===== src/rtl/gpsdo_pkg.sv =====
// Shared definitions for the GPSDO local timing blocks: default widths/rates,
// the pulse generator run state and the signed phase-correction type.
package gpsdo_pkg;

  localparam int unsigned PHASE_W_DEF  = 24;
  localparam int unsigned CLK_FREQ_DEF = 10_000_000;

  typedef enum logic {
    IDLE = 1'b0,
    RUN  = 1'b1
  } pps_state_e;

  typedef logic signed [PHASE_W_DEF-1:0] corr_t;

endpackage


===== src/rtl/pps_corr_sat.sv =====
// Combinational clamp of a signed correction to the symmetric range +/-LIMIT.
module pps_corr_sat #(
  parameter int unsigned W     = 24,
  parameter int unsigned LIMIT = 100_000
) (
  input  logic signed [W-1:0] corr_i,
  output logic signed [W-1:0] corr_o
);

  localparam logic signed [W-1:0] PosLim = W'(LIMIT);
  localparam logic signed [W-1:0] NegLim = -PosLim;

  always_comb begin
    corr_o = corr_i;
    if (corr_i > PosLim) begin
      corr_o = PosLim;
    end else if (corr_i < NegLim) begin
      corr_o = NegLim;
    end
  end

endmodule


===== src/rtl/local_pps_gen.sv =====
// Local 1PPS generator with edge flags and a valid/ready phase-correction input.
// Define LOCAL_PPS_SLEW_LIMIT_EN to spread a correction over periods, MAX_STEP per wrap.
module local_pps_gen
  import gpsdo_pkg::*;
#(
  parameter int unsigned CLK_FREQ    = CLK_FREQ_DEF,
  parameter int unsigned PULSE_WIDTH = 1_000_000,
  parameter int unsigned MAX_CORR    = 100_000,
  parameter int unsigned MAX_STEP    = 1_000,
  parameter int unsigned PHASE_W     = PHASE_W_DEF
) (
  input  logic                      CLK_SYS,
  input  logic                      CLK_RST,
  input  logic                      Enable,
  input  logic signed [PHASE_W-1:0] Phase_Corr,
  input  logic                      Phase_Corr_Valid,
  output logic                      Phase_Corr_Ready,
  output logic                      Local_PPS,
  output logic                      Flag_Local_posedge,
  output logic                      Flag_Local_negedge,
  output logic                      Period_Wrap
);

  if (PULSE_WIDTH < 1 || PULSE_WIDTH + MAX_CORR >= CLK_FREQ || MAX_STEP < 1 || PHASE_W > 32)
  begin : g_param_check
    $error("local_pps_gen: invalid parameter set");
  end

  localparam logic [31:0] NomTerm = 32'(CLK_FREQ - 1);

  pps_state_e                state_q, state_d;
  logic [31:0]               cnt_q, cnt_d;
  logic [31:0]               term_q, term_d;
  logic signed [PHASE_W-1:0] pending_q, pending_d;
  logic                      pend_v_q, pend_v_d;
  logic                      pps_q, pps_d;
  logic                      pos_q, neg_q;
  logic signed [PHASE_W-1:0] corr_sat, apply;
  logic [31:0]               apply_ext;
  logic                      running, wrap, load, xfer;

  pps_corr_sat #(.W(PHASE_W), .LIMIT(MAX_CORR)) u_sat_corr (
    .corr_i (Phase_Corr),
    .corr_o (corr_sat)
  );

`ifdef LOCAL_PPS_SLEW_LIMIT_EN
  pps_corr_sat #(.W(PHASE_W), .LIMIT(MAX_STEP)) u_sat_step (
    .corr_i (pending_q),
    .corr_o (apply)
  );
`else
  assign apply = pending_q;
`endif

  // Sign-extended modulo-2^32 add equals the 33-bit signed sum, which is never negative.
  assign apply_ext = {{(32-PHASE_W){apply[PHASE_W-1]}}, apply};

  assign running = (state_q == RUN) && Enable;
  assign wrap    = running && (cnt_q == term_q);
  assign load    = wrap || ((state_q == IDLE) && Enable);
  assign xfer    = Phase_Corr_Valid && !pend_v_q;

  always_comb begin
    state_d   = state_q;
    cnt_d     = cnt_q;
    term_d    = term_q;
    pending_d = pending_q;
    pend_v_d  = pend_v_q;
    pps_d     = running && (cnt_q < 32'(PULSE_WIDTH));

    case (state_q)
      IDLE: begin
        cnt_d = '0;
        if (Enable) state_d = RUN;
      end
      RUN: begin
        if (!Enable) begin
          state_d = IDLE;
          cnt_d   = '0;
        end else if (wrap) begin
          cnt_d = '0;
        end else begin
          cnt_d = cnt_q + 32'd1;
        end
      end
      default: state_d = IDLE;
    endcase

    if (load) begin
      term_d = NomTerm;
      if (pend_v_q) begin
        term_d = NomTerm + apply_ext;
`ifdef LOCAL_PPS_SLEW_LIMIT_EN
        pending_d = pending_q - apply;
        pend_v_d  = (pending_q != apply);
`else
        pending_d = '0;
        pend_v_d  = 1'b0;
`endif
      end
    end

    // A transfer needs !pend_v, a consume needs pend_v, so they never collide.
    if (xfer) begin
      pending_d = corr_sat;
      pend_v_d  = 1'b1;
    end
  end

  always_ff @(posedge CLK_SYS) begin
    if (CLK_RST) begin
      state_q   <= IDLE;
      cnt_q     <= '0;
      term_q    <= NomTerm;
      pending_q <= '0;
      pend_v_q  <= 1'b0;
      pps_q     <= 1'b0;
      pos_q     <= 1'b0;
      neg_q     <= 1'b0;
    end else begin
      state_q   <= state_d;
      cnt_q     <= cnt_d;
      term_q    <= term_d;
      pending_q <= pending_d;
      pend_v_q  <= pend_v_d;
      pps_q     <= pps_d;
      pos_q     <= pps_d && !pps_q;
      neg_q     <= pps_q && !pps_d;
    end
  end

  assign Local_PPS          = pps_q;
  assign Flag_Local_posedge = pos_q;
  assign Flag_Local_negedge = neg_q;
  assign Period_Wrap        = wrap;
  assign Phase_Corr_Ready   = !pend_v_q;

endmodule


===== config.mk =====
export PLATFORM = sky130hd
export DESIGN_NAME = local_pps_gen
export DESIGN_NICKNAME = d
export VERILOG_FILES = /design/src/rtl/gpsdo_pkg.sv /design/src/rtl/pps_corr_sat.sv /design/src/rtl/local_pps_gen.sv
export SDC_FILE = /design/constraint.sdc
export NUM_CORES = 1
export LEC_CHECK = 0
export ABC_AREA = 0
export CELL_PAD_IN_SITES_DETAIL_PLACEMENT = 1
export CELL_PAD_IN_SITES_GLOBAL_PLACEMENT = 1
export CORE_ASPECT_RATIO = 1.2
export CORE_MARGIN = 2
export CORE_UTILIZATION = 45
export CTS_CLUSTER_SIZE = 10
export DETAILED_ROUTE_END_ITERATION = 7
export PLACE_DENSITY_LB_ADDON = 0.1
export RECOVER_POWER = 25
export SLEW_MARGIN = 20
export SYNTH_ARGS = -nofsm -noshare
export SYNTH_HDL_FRONTEND = slang
export SYNTH_HIERARCHICAL = 1
export SYNTH_SLANG_ARGS = --single-unit

===== constraint.sdc =====
create_clock -name CLK_SYS -period 2.77 [get_ports CLK_SYS]
set_input_delay 0.831 -clock CLK_SYS [delete_from_list [all_inputs] [get_ports CLK_SYS]]
set_output_delay 0.831 -clock CLK_SYS [all_outputs]
set_load 0.01 [all_outputs]

[Yosys cells after proc, flatten, opt, wreduce, memory -nomap -nowiden]
Index checks and enable logic that the tools add are counted.
Word-level totals
  bits in registers: 93
  input bits: 28
  output and inout port bits: 5
  logic and storage cells: 41
Operators by class
  add/subtract/negate cells: 2
  magnitude comparators: 3
  eq/ne operators: 1
  multiplexer cells: 12
  bitwise operators: 1
  reduce and logical (&&, ||, !) cells: 14
Operators with widths (count)
  $mux 24: 5
  $mux 32: 3
  $pmux 32 s2: 1
  $add 32x1->32 const B: 1
  $eq 32x32->1: 1
  $lt 32x20->1 const B: 1
  $add 25x24->26 const A: 1
  $gt 24x18->1 const B: 1
  $lt 24x18->1 const B: 1
  $logic_and 1x1->1: 7
  $reduce_bool 2->1: 2
  $logic_not 1->1: 3
  $mux 1: 3
  $reduce_and 2->1: 1
  $logic_or 1x1->1: 1
  $not 1->1: 1

[Depth between registers and ports, before layout]
  word-level depth: 5
  mapped depth: 12
  depth with buffers taken out: 11

[By module]
Netlist, hierarchy kept.
By module, submodules not included
  local_pps_gen: instances 1, cells each 525, area each 4418.0 um^2, sequential area each 1721.7 um^2
  pps_corr_sat: instances 1, cells each 79, area each 486.7 um^2, sequential area each 0.0 um^2

[Worst setup path after synthesis]
No wires, ideal clock.
  path type: input to register
  start point: input Phase_Corr[22]
  end point: register pending_q[11] (netlist: apply[11])
  library setup time: 91 ps
  data arrival time: 2496 ps
  required time: 2679 ps
  setup slack: 183 ps
  stages on the path: 7
  buffers on the path: 1
  cell sequence: or4_4 > nor4_4 > a41oi_4 > clkbuf_8 > a21oi_1 > nand2_1 > a311oi_1
Between the ends
  word-level cells in the longest chain between the ends: 4
RTL lines
  from (decl): RTL line local_pps_gen.sv:15  | input logic signed [PHASE_W-1:0] Phase_Corr,
  $lt 24x18->1: RTL line pps_corr_sat.sv:17  | end else if (corr_i < NegLim) begin
  $mux 24: RTL line pps_corr_sat.sv:17
  $mux 24 *: RTL line pps_corr_sat.sv:15  | if (corr_i > PosLim) begin
  named net corr_sat[11]: RTL line local_pps_gen.sv:38  | logic signed [PHASE_W-1:0] corr_sat, apply;
  $mux 24 *: RTL line local_pps_gen.sv:105  | if (xfer) begin
  to (signal assigned): RTL line local_pps_gen.sv:125  | pending_q <= pending_d;
  to (decl): RTL line local_pps_gen.sv:34  | logic signed [PHASE_W-1:0] pending_q, pending_d;
The timed path passes the listed nets; every way through them passes the cells marked *.
A chain may end at the register's enable or synchronous reset.

[Final worst setup path]
  start point: input Phase_Corr[12]
  end point: register pending_q[13] (netlist: apply[13])
The elaborated chain is that of the path after synthesis.

==> summary.md <==
| Metric | Value |
|---|---|
| Status | finished clean |
| Total gr overflow | 0 |
| Drt wl/cell | 18.67 um |
| Synth Area in Compound Gates | 0.1625 |
| Tcrit/Tclk final | 0.9854 |
| HP Class | flip-flop to flip-flop |
| Port bufs | 32 |
| Pre-Repair DR Iteration Count | 4 |
| Clock root buffer | clkbuf_16 |
| Die area | 0.01175 sq mm |
| CP delay by family, top | buffers and inverters |
| PD cells | 468.3 mW/mm^2 |
| Setup violators final | 0 |
| Core Region | 0.01057 sq mm |
| Initial antenna violation count | 0 |
| Fin area | 0.006265 sq mm |
| Flip-flop and latch count after synthesis | 86 |
| Warnings, synthesis | 6 |
| Synthesized Nets | 635 |
| Final setup skew | 7.777 ps |
| # H-tree levels | 3 |
| Synth Area in Adders | 0.007653 |
| Inserted Clock Buffers | 9 |
| Clock sink total | 86 |
| Mux contribution to synthesized area | 0.03878 |
| Crit path time final | 2729 ps |
| Max-cap violations | 0 |
| Hold_ws | 450.7 ps |
| FF-to-FF Start | term_q[18] |
| Slew @ Worst Pin | 745.8 ps |
| Final Net Count | 711 |
| Rel. slew slack | 0.5028 |
| Initial Utilization | 0.4641 |
| Die width | 99.31 um |
| CP Max Fanout | 18 |
| Fmax | 366.4 MHz |
| CP cell instances | clkdlybuf4s50_1 > buf_4 > nor4_1 > o221ai_2 > buf_12 > a21oi_1 > nand2_1 > a311oi_1 |
| Vias in the first global route | 4893 |
| # DRC | 0 |
| Crit end category | flip-flop |
| Peak VDD IR | 0.0003485 V |
| Overall Global Routing Usage | 0.2506 |
| Worst Path Arrival | 2980 ps |
| Worst path slowest cell | nor4_1 |
| Synth-to-Final Area Change | 27.73% |
| First-pass GRT wire length | 23.98 mm |
| Setup Total Neg Slack | 0 ps |
| Max-slew violation count | 0 |
| Final Hold Vio Count | 0 |
| Mapped Avg Cell Area | 8.120 sq um |
| Post-route ant nets | 0 |
| Rows | 41 |
| Worst Setup SP | Phase_Corr[12] |
| Vias post-DR | 4702 |
| Clock tree buffer depth | 2 |
| TritonCTS clock tree | yes |
| Die height | 118.4 um |
| Clk_lat worst skew | 340 ps |
| Layout cells sized above 1 | 0.1869 |
| CTS clk-pin slew, worst paths | 70 ps |
| Async S/R FF share, synth | 0 |
| DP HPWL | 10.79 mm |
| Placed cell areas | 0.005717 sq mm |
| ANT cells | 0 |
| Vias/cell | 5.776 |
| Hold path start | Local_PPS |
| Drt first-iter violations | 137 |
| Post-synthesis xor/xnor area fraction | 0.1268 |
| Post-Syn Instances | 604 |
| Leakage | 2.393 nW |
| Largest net degree at the start of global routing | 40 |
| Largest family of logic cells by synthesized area | simple AND/OR/NAND/NOR gates |
| Distinct cells, synth | 66 |
| Synth Flop Type | dfxtp_1 |
| WS Path Type | primary input to flip-flop |
| Post-synth EDFFs | 0 |
| Gpl congestion | 0.8818 |
| I/O pin count | 33 |
| Cell area after synthesis | 0.004905 sq mm |
| Sequential fraction of the synthesis area | 0.3510 |
| CP startpoint kind | primary input |
| Delay of the slowest cell on the worst path | 580 ps |
| DRT Wirelength | 15.20 mm |
| Buffers plus inverters on the worst setup path | 3 |
| Crit path required time | 3020 ps |
| Final Power | 2.934 mW |
| Simple logic cell fraction of the synthesized area | 0.2638 |
==> registers in the layout, indices dropped and copies added, names as in the netlist <==
| name | count |
|---|---|
| Flag_Local_posedge | 1 |
| pend_v_q | 1 |
| term_q | 25 |
| cnt_q | 32 |
| Local_PPS | 1 |
| Flag_Local_negedge | 1 |
| apply | 24 |
| state_q | 1 |
==> cell usage in the layout, fill, tap and decap left out, types with 6 or more instances in the layout <==
cell type	instances
a21oi_1	40
or3_1	9
a311oi_1	14
clkbuf_16	11
xor2_1	25
nor2b_1	7
nand2b_1	7
nand4_1	12
clkdlybuf4s50_1	20
dfxtp_1	86
mux2i_1	19
nor4_1	6
inv_1	18
buf_4	60
a31oi_1	13
xnor2_1	41
nor3_1	11
nor2_1	77
nand2_1	61
o21ai_0	7
dlymetal6s2s_1	8
nand3_1	19
==> power by group <==
group          switching [mW]  total [mW]  internal (mW)  leakage [nW]
registers              0.0358        1.30           1.26         0.696
clock network           0.489        1.23          0.744         0.152
logic                   0.217       0.404          0.186          1.54
==> cell usage after synthesis, types with 4 or more instances <==
cell type,instances,area share
a21oi_1,46,0.047
a311oi_1,14,0.025
a31oi_1,15,0.019
buf_2,12,0.012
clkbuf_1,19,0.015
dfxtp_1,86,0.35
inv_1,18,0.014
mux2i_1,19,0.039
nand2_1,63,0.048
nand2b_1,7,0.0089
nand3_1,19,0.019
nand3b_1,4,0.0061
nand4_1,12,0.015
nor2_1,80,0.061
nor2b_1,7,0.0089
nor3_1,12,0.012
nor4_1,7,0.0089
o21ai_0,7,0.0071
o22ai_1,6,0.0077
or3_1,9,0.011
xnor2_1,46,0.082
xor2_1,25,0.045
==> kinds of logic (layout without fill, tap and decap cells) <==
group / Yosys count / count (layout)
and+or+nand+nor: 254 / 254
adders and majority gates: 3 / 3
DFF: 86 / 86
muxes: 19 / 19
xor gates and xnor gates: 71 / 71
buffers and inverters: 54 / 135
AOI/OAI and AO/OA: 117 / 117
==> per-stage QoR <==
step	utilization	setup slack (ps)	cells
final	0.5928	40.52	814
after global routing	0.5928	-67.88	814
after CTS	0.5759	-7.698	808
after detailed placement	0.5410	-486.3	791
after global placement	0.5410	-371.1	791
after floorplan	-	183.4	604
==> repair_timing <==
item                                    4_1_cts  5_1_grt
resized for setup                            10       30
pin swaps                                     2       16
endpoints found under the setup margin       20       23
endpoints found under the hold margin         0        0
buffers inserted                              1        3
cloned                                        0        3
hold buffers                                  0        0
==> cell type report <==
class,instances,area (sq um)
Fill cell,1253,4303
Sequential cell,86,1722
Multi-Input combinational cell,464,3094
Tap cell,129,161.4
Timing Repair Buffer,101,918.4
Clock buffer,12,256.5
Clock inverter,4,45.04
Inverter,18,67.56
==> per-layer routing <==
layer	wire length [um]	global-route usage
met3	370	0.03962
met5	0	0
met2	8357	0.4789
met1	5998	0.2681
met4	470	0.1002
==> final timing paths <==
check             cells past startpoint                  to  slack (ps)
setup / recovery                      8           apply[13]          40
setup reg to reg                      9           cnt_q[15]         280
hold / removal                        1  Flag_Local_posedge         450
hold reg to reg                       1  Flag_Local_posedge         450
Note: power is estimated with default switching activity, not from simulation.
